File: src/rtl/faux_sata_hd_dma_engine.sv
// faux_sata_hd_dma_engine: SATA drive command layer model running DMA reads/writes as multi-burst transfers
module faux_sata_hd_dma_engine #(
    parameter int SECTOR_WORDS  = 128,
    parameter int BURST_SECTORS = 16,
    parameter int SLEEP_LENGTH  = 100
) (
    input  logic        clk,
    input  logic        rst,
    input  logic        transport_layer_ready,
    input  logic        h2d_reg_stb,
    input  logic        h2d_data_stb,
    input  logic        h2d_cmd_bit,
    input  logic [7:0]  h2d_command,
    input  logic [7:0]  h2d_control,
    input  logic [47:0] h2d_lba,
    input  logic [15:0] h2d_sector_count,
    input  logic        read_crc_fail,
    input  logic        remote_abort,
    input  logic        of_strobe,
    output logic        send_reg_stb,
    output logic        send_dma_act_stb,
    output logic        send_data_stb,
    output logic [11:0] data_fis_words,
    output logic [7:0]  d2h_status,
    output logic [7:0]  d2h_error,
    output logic [47:0] d2h_lba,
    output logic [15:0] d2h_sector_count,
    output logic [16:0] remaining,
    output logic [3:0]  cl_state,
    output logic        busy
);
    localparam logic [3:0] SLEEP_START = 4'd0;
    localparam logic [3:0] SEND_DIAG   = 4'd1;
    localparam logic [3:0] IDLE        = 4'd2;
    localparam logic [3:0] DMA_ACT     = 4'd3;
    localparam logic [3:0] WRITE_DATA  = 4'd4;
    localparam logic [3:0] READ_SEND   = 4'd5;
    localparam logic [3:0] READ_WAIT   = 4'd6;
    localparam logic [3:0] SEND_STATUS = 4'd7;

    logic [3:0]  state;
    logic [31:0] sleep_cnt, word_cnt, word_next, chunk_words;
    logic [16:0] chunk, load_count;
    logic        err, bad_cmd, crc_seen, crc_next, seen_low, is48, rd_cmd, wr_cmd;
    logic        unused_ctrl;

    assign unused_ctrl = ^{h2d_control[7:3], h2d_control[1:0]};
    assign cl_state    = state;
    assign busy        = state != IDLE;

    // burst sizing, host word counting and command decode
    always_comb begin
        chunk       = (remaining < 17'(BURST_SECTORS)) ? remaining : 17'(BURST_SECTORS);
        chunk_words = 32'(chunk) * 32'(SECTOR_WORDS);
        word_next   = word_cnt + {31'b0, of_strobe};
        crc_next    = crc_seen | read_crc_fail;
        is48        = h2d_command == 8'h25 || h2d_command == 8'h35;
        rd_cmd      = h2d_command == 8'h25 || h2d_command == 8'hC8;
        wr_cmd      = h2d_command == 8'h35 || h2d_command == 8'hCA;
        load_count  = is48 ? (h2d_sector_count == 16'd0 ? 17'h10000 : {1'b0, h2d_sector_count})
                           : (h2d_sector_count[7:0] == 8'd0 ? 17'd256 : {9'b0, h2d_sector_count[7:0]});
    end

    // command-layer FSM; soft reset overrides every transition
    always_ff @(posedge clk) begin
        if (rst) begin
            state            <= SLEEP_START;
            sleep_cnt        <= '0;
            word_cnt         <= '0;
            err              <= 1'b0;
            bad_cmd          <= 1'b0;
            crc_seen         <= 1'b0;
            seen_low         <= 1'b0;
            send_reg_stb     <= 1'b0;
            send_dma_act_stb <= 1'b0;
            send_data_stb    <= 1'b0;
            data_fis_words   <= '0;
            remaining        <= '0;
            d2h_status       <= 8'h50;
            d2h_error        <= 8'h01;
            d2h_lba          <= 48'd1;
            d2h_sector_count <= 16'd1;
        end else begin
            send_reg_stb     <= 1'b0;
            send_dma_act_stb <= 1'b0;
            send_data_stb    <= 1'b0;
            if (h2d_control[2]) begin
                state     <= SLEEP_START;
                sleep_cnt <= '0;
                remaining <= '0;
            end else begin
                case (state)
                    SLEEP_START: begin
                        sleep_cnt <= (sleep_cnt == 32'(SLEEP_LENGTH - 1)) ? '0 : sleep_cnt + 32'd1;
                        if (sleep_cnt == 32'(SLEEP_LENGTH - 1)) state <= SEND_DIAG;
                    end
                    SEND_DIAG: begin
                        send_reg_stb <= 1'b1;
                        d2h_status   <= 8'h50;
                        d2h_error    <= 8'h01;
                        state        <= IDLE;
                    end
                    IDLE: if (h2d_reg_stb && h2d_cmd_bit) begin
                        d2h_lba          <= h2d_lba;
                        d2h_sector_count <= h2d_sector_count;
                        err              <= 1'b0;
                        bad_cmd          <= !(rd_cmd || wr_cmd);
                        remaining        <= load_count;
                        state            <= rd_cmd ? READ_SEND : wr_cmd ? DMA_ACT : SEND_STATUS;
                    end
                    DMA_ACT: if (transport_layer_ready) begin
                        send_dma_act_stb <= 1'b1;
                        word_cnt         <= '0;
                        crc_seen         <= 1'b0;
                        state            <= WRITE_DATA;
                    end
                    WRITE_DATA: begin
                        word_cnt <= word_next;
                        crc_seen <= crc_next;
                        if (h2d_data_stb) begin
                            if (word_next != chunk_words || crc_next) begin
                                err   <= 1'b1;
                                state <= SEND_STATUS;
                            end else begin
                                remaining <= remaining - chunk;
                                state     <= (remaining == chunk) ? SEND_STATUS : DMA_ACT;
                            end
                        end
                    end
                    READ_SEND: if (transport_layer_ready) begin
                        send_data_stb  <= 1'b1;
                        data_fis_words <= chunk_words[11:0];
                        remaining      <= remaining - chunk;
                        seen_low       <= 1'b0;
                        state          <= READ_WAIT;
                    end
                    READ_WAIT: begin
                        if (remote_abort) begin
                            err   <= 1'b1;
                            state <= SEND_STATUS;
                        end else if (!transport_layer_ready) begin
                            seen_low <= 1'b1;
                        end else if (seen_low) begin
                            state <= (remaining == 17'd0) ? SEND_STATUS : READ_SEND;
                        end
                    end
                    SEND_STATUS: if (transport_layer_ready) begin
                        send_reg_stb <= 1'b1;
                        d2h_status   <= (err || bad_cmd) ? 8'h51 : 8'h50;
                        d2h_error    <= bad_cmd ? 8'h04 : err ? 8'h84 : 8'h00;
                        state        <= IDLE;
                    end
                    default: begin
                        state     <= SLEEP_START;
                        sleep_cnt <= '0;
                    end
                endcase
            end
        end
    end
endmodule

File: config.mk
export PLATFORM = sky130hd
export DESIGN_NAME = faux_sata_hd_dma_engine
export DESIGN_NICKNAME = d
export VERILOG_FILES = /design/src/rtl/faux_sata_hd_dma_engine.sv
export SDC_FILE = /design/constraint.sdc
export NUM_CORES = 1
export LEC_CHECK = 0
export CAP_MARGIN = 15
export CORE_ASPECT_RATIO = 0.7
export CORE_UTILIZATION = 50
export CTS_CLUSTER_SIZE = 10
export DETAILED_ROUTE_END_ITERATION = 6
export GPL_TIMING_DRIVEN = 0
export PLACE_DENSITY_LB_ADDON = 0.1
export SETUP_SLACK_MARGIN = 0.02
export SLEW_MARGIN = 10
export SYNTH_ARGS = -nofsm -noshare
export SYNTH_HDL_FRONTEND = slang
export SYNTH_SLANG_ARGS = --single-unit
File: constraint.sdc
create_clock -name clk -period 8.2 [get_ports clk]
set_clock_uncertainty 0.2 [all_clocks]
set_input_delay 0.82 -clock clk [delete_from_list [all_inputs] [get_ports clk]]
set_output_delay 0.82 -clock clk [all_outputs]
set_load 0.005 [all_outputs]
# Word level (Yosys, flattened, before mapping)
# Index checks and enable logic that the tools add are counted.
# totals
output_inout_bits	117
wordCells	128
inputBits	89
register_bits	177
# classes
n_lt_le_gt_ge	1
add_sub_neg	3
n_mux	47
n_reduce_logical	29
n_eq_ne	28
n_bitwise	4
# op_table
operator	count
$pmux 32 s2	2
$mux 17	7
$mux 32	2
$pmux 17 s3	1
$mux 4	9
$add 32x1->32	1
$add 32x1->32 const B	1
$eq 32x7->1 const B	1
$mux 8	4
$ne 32x24->1	1
$pmux 4 s8	1
$pmux 8 s2	2
$ne 2x2->1 const B	11
$eq 17x17->1	1
$logic_not 17->1	1
$lt 17x5->1 const B	1
$sub 17x17->17	1
$eq 4x3->1 const B	4
$eq 8x6->1 const B	2
$eq 8x8->1 const B	2
$logic_not 16->1	1
$mux 3	4
$reduce_and 3->1	4
$reduce_and 5->1	2
23 further kinds	46

# Logic depth before layout (Yosys ltp)
# depth
word_depth	7
depth_mapped	14
depth_no_buf	12

# Least setup slack after synthesis
# No wires, ideal clock.
# synth_timing
path_kind	input port to flip-flop
startpoint	in of_strobe
endpoint	reg remaining[13]
t_required_ps	7868
n_path_buf	3
arrival_time_ps	3590
setup_time_ps	132
slack_ps	4278
path_stages	14
path_cell_list	ha_1 -> ha_1 -> nand3_1 -> or3_1 -> clkbuf_1 -> or3_1 -> clkbuf_1 -> xor2_1 -> a31oi_1 -> nor3_1 -> nand4_2 -> buf_6 -> a221oi_2 -> nor3_1
# synth_between
elab_chain_cells	5
# synth_rtl
element	line_no	rtl
from (decl)	19	input logic of_strobe,
$add 32x1->32	55	word_next = word_cnt + {31'b0, of_strobe};
$ne 32x24->1	121	if (word_next != chunk_words || crc_next) begin
$logic_or 1x1->1	121	
$ne 2x2->1 (no source line)	--	
$reduce_and 5->1 (no source line)	--	
to (signal assigned)	108	remaining <= load_count;
to (signal assigned)	125	remaining <= remaining - chunk;
to (signal assigned)	133	remaining <= remaining - chunk;
to (decl)	28	output logic [16:0] remaining,
# No other way between the ends.
# A chain may end at the register's enable or synchronous reset.

# Worst setup path after layout
# Ends and elaborated chain as after synthesis.

==> run_results.csv <==
group,metric,value,unit
placed_design,place_area,0.0104,mm^2
placed_design,place_hpwl,18800,um
route,drt-wirelength-per-cell,16.5,um
logic_synthesis,synth_warnings,0,
floorplanning,start_util,0.511,
finish,ff_latch_area,0.00326,mm^2
route,vias,8852,
logic_synthesis,syn_area_per_cell,7.49,um^2
logic_synthesis,ys_seq_area_frac,0.392,
route,drt-pass1-iter-count,5,
worst_setup_path,critPathLaunchType,"input port",
power,p_clk_frac,0.507,
cts,cts.sinks,163,
cts,clk_transition_reported_paths,0.06,ns
power,peakVddDrop,0.000122,V
floorplanning,ioPinCount,206,
logic_synthesis,synth-async-reset-ratio,0,
logic_synthesis,synthCells,1112,
finish,multiInputGateArea,0.00461,mm^2
sta,max_freq,0.202,GHz
worst_setup_path,reg2regPathDepth,11,
finish,fillers,1407,
sta,drv_slew,0,
finish,n_antenna_cell,0,
finish,layout_commonest_cell,"nand2_1",
power,power.switching,390,uW
global_routing,grt_overflow,0,
finish,drive_gt1_frac,0.0567,
logic_synthesis,synthesis.area,0.00832,mm^2
finish,fin_util,0.682,
floorplanning,core_area,0.0163,mm^2
floorplanning,die_area,0.0172,mm^2
route,drt-total-wl,25800,um
sta,fin_ws,3.25,ns
cts,cts_tree,"built",
hold_path,hold_path.class,"reg -> reg",
hold_path,hold_depth,2,
cts,htree_levels,4,
logic_synthesis,synth_cell_types,69,
hold_path,min_to,"data_fis_words[8]$_SDFFE_PP0P_",
cts,cts_resized,0,
logic_synthesis,synth_top_flop_cell,"dfxtp_1",
route,final_antenna_net_count,0,
global_routing,antenna_found_initial,0,
placed_design,pre_cts_slack,2.91,ns
cts,cts_buffers,17,
power,power_density,160,mW/mm^2
placed_design,numPortBuffers,177,
cts,cts_setup_buffers,0,
sta,slew_headroom,0.273,
run_status,outcome,"completed",
finish,nNetsFinal,1420,
cts,holdBufCountCts,0,
flow_run,drv_cap,0,
power,combPwrFrac,0.047,
sta,rsz0062_at_grt,"no",
cts,clock-root-buffer,"clkbuf_16",
cts,clock_latency,0.43,ns
floorplanning,row_count,39,
worst_setup_path,path_max_fanout,10,
finish,final_cell_mix,"200 x nand2_1, 177 x clkdlybuf4s50_1, 163 x dfxtp_1",
route,first_iter_violations,863,
worst_setup_path,endpoint_kind,"flip-flop",
power,p_leak,3.67,nW
route,drc_errors,0,
sta,tns,0,ns
sta,worstMarginPinSlew,1.08,ns
placed_design,gp_congestion,0.948,
worst_setup_path,required,8.29,ns
floorplanning,die_x,156,um
logic_synthesis,synth_edf_count,0,
power,internal_power,1.39,mW
sta,min_period_over_period,0.603,
route,avgViaCountPerCell,5.66,
sta,fin_crit,4.95,ns
global_routing,track_usage,0.300,
power,seqPwrFrac,0.446,
worst_setup_path,regToRegSetupSlack,3.80,ns
sta,finalHoldViolations,0,
global_routing,grt_pass1_vias,7533,
worst_setup_path,r2r-start,"word_cnt[0]$_SDFFE_PP0P_",
worst_setup_path,criticalPathCategory,"in -> reg",
global_routing,grt_pass1_wl,40200,um
global_routing,grt_max_degree,17,
hold_path,hold_path_startpoint,"data_fis_words[8]$_SDFFE_PP0P_",
finish,fin_area,0.0111,mm^2
sta,finalSetupViolCount,0,
floorplanning,die_h,110,um
worst_setup_path,arrival,5.04,ns
cts,clk_path_buf_depth,2,
finish,area_growth,33.5,%
worst_setup_path,rr_endpoint,"remaining[13]$_SDFFE_PP0P_",
logic_synthesis,synth-seq-cells,163,
power,p_sw_frac,0.219,
power by group through the flow:
stage               sequential, mW  clock (mW)  combinational (mW)
floorplan                    0.810           0              0.0299
global placement             0.810           0              0.0822
detailed placement           0.810           0              0.0823
CTS                          0.792       0.913              0.0830
global route                 0.792       0.949              0.0900
finish                       0.792       0.902              0.0841
cells by family (layout without fill, tap and decap cells):
| logic type | Yosys count | after routing | share of synthesized area |
|---|---|---|---|
| AO/OA/AOI/OAI | 253 | 253 | 0.184 |
| adder cells (fa/ha/maj) | 4 | 4 | 0.00601 |
| other | 2 | 21 | 0.000902 |
| multiplexers | 3 | 3 | 0.00376 |
| buffers and inverters | 112 | 321 | 0.0628 |
| XOR/XNOR | 46 | 46 | 0.0501 |
| AND/OR/NAND/NOR | 529 | 529 | 0.301 |
| flip-flops | 163 | 163 | 0.392 |
how the worst max path moves through the flow:
stage | from | cells past startpoint | end | slack, ns
after detailed placement | of_strobe | 15 | remaining[13]$_SDFFE_PP0P_ | 2.91
final | of_strobe | 12 | remaining[13]$_SDFFE_PP0P_ | 3.25
after CTS | of_strobe | 12 | remaining[13]$_SDFFE_PP0P_ | 3.32
after global placement | of_strobe | 15 | remaining[13]$_SDFFE_PP0P_ | 2.95
after floorplan | of_strobe | 14 | remaining[13]$_SDFFE_PP0P_ | 4.28
after global routing | of_strobe | 15 | remaining[15]$_SDFFE_PP0P_ | 3.05
cells in the mapped netlist (8+ instances only):
library cell | n | share of area
nand4_1 | 17 | 0.013
nor4_1 | 23 | 0.017
buf_4 | 22 | 0.020
o21ai_0 | 44 | 0.026
a311oi_1 | 8 | 0.0084
and3_1 | 12 | 0.0090
clkbuf_1 | 70 | 0.032
nor2_1 | 118 | 0.053
a21oi_1 | 126 | 0.076
nand2b_1 | 8 | 0.0060
nor3_1 | 50 | 0.030
inv_1 | 11 | 0.0050
xnor2_1 | 22 | 0.023
a211oi_1 | 10 | 0.0090
dfxtp_1 | 163 | 0.39
a31oi_1 | 9 | 0.0068
xor2_1 | 23 | 0.024
nand3_1 | 33 | 0.020
or3_1 | 18 | 0.014
nand2_1 | 200 | 0.090
a22oi_1 | 11 | 0.0099
or4_1 | 12 | 0.011
cell type report:
class | count | area share
inverters | 11 | 0.00372
plain buffers | 101 | 0.0434
multi-input cells | 856 | 0.415
clock inverters | 15 | 0.0214
well taps | 225 | 0.0253
clock buffers | 17 | 0.0383
repair buffers | 177 | 0.159
flip-flops and latches | 163 | 0.294
metrics by stage:
step / power [mW] / instances / hold WS [ns]
after floorplan: 0.840 / 1131 / 0.240
after global placement: 0.892 / 1533 / 0.241
after detailed placement: 0.893 / 1533 / 0.244
after CTS: 1.79 / 1565 / 0.252
after global routing: 1.83 / 1565 / 0.280
final: 1.78 / 1565 / 0.249
sequential cells by signal, indices dropped and copies added, names as in the netlist:
signal,cells
d2h_lba,48
sleep_cnt,32
word_cnt,32
remaining,17
d2h_sector_count,16
data_fis_words,5
cl_state,3
d2h_error,3
bad_cmd,1
crc_seen,1
err,1
seen_low,1
send_data_stb,1
send_dma_act_stb,1
send_reg_stb,1
per-layer routing:
layer | share of wire | wire length, um | track usage
met5 | 0 | 0 | 0
met4 | 0.013 | 327 | 0.0812
met3 | 0.086 | 2210 | 0.0650
met2 | 0.43 | 11200 | 0.450
met1 | 0.47 | 12100 | 0.431
worst max-delay path: stages:
cell             delay (ns)
clkdlybuf4s50_1        0.48
ha_1                   0.22
nand4_1                0.32
nor4_2                 0.83
and2_0                 0.39
and4_1                 0.23
o2111ai_1              0.10
nor3_1                 0.70
nand4_2                0.34
buf_6                  0.25
a221oi_2               0.28
nor3_1                 0.07
(Power assumes the default switching activity.)
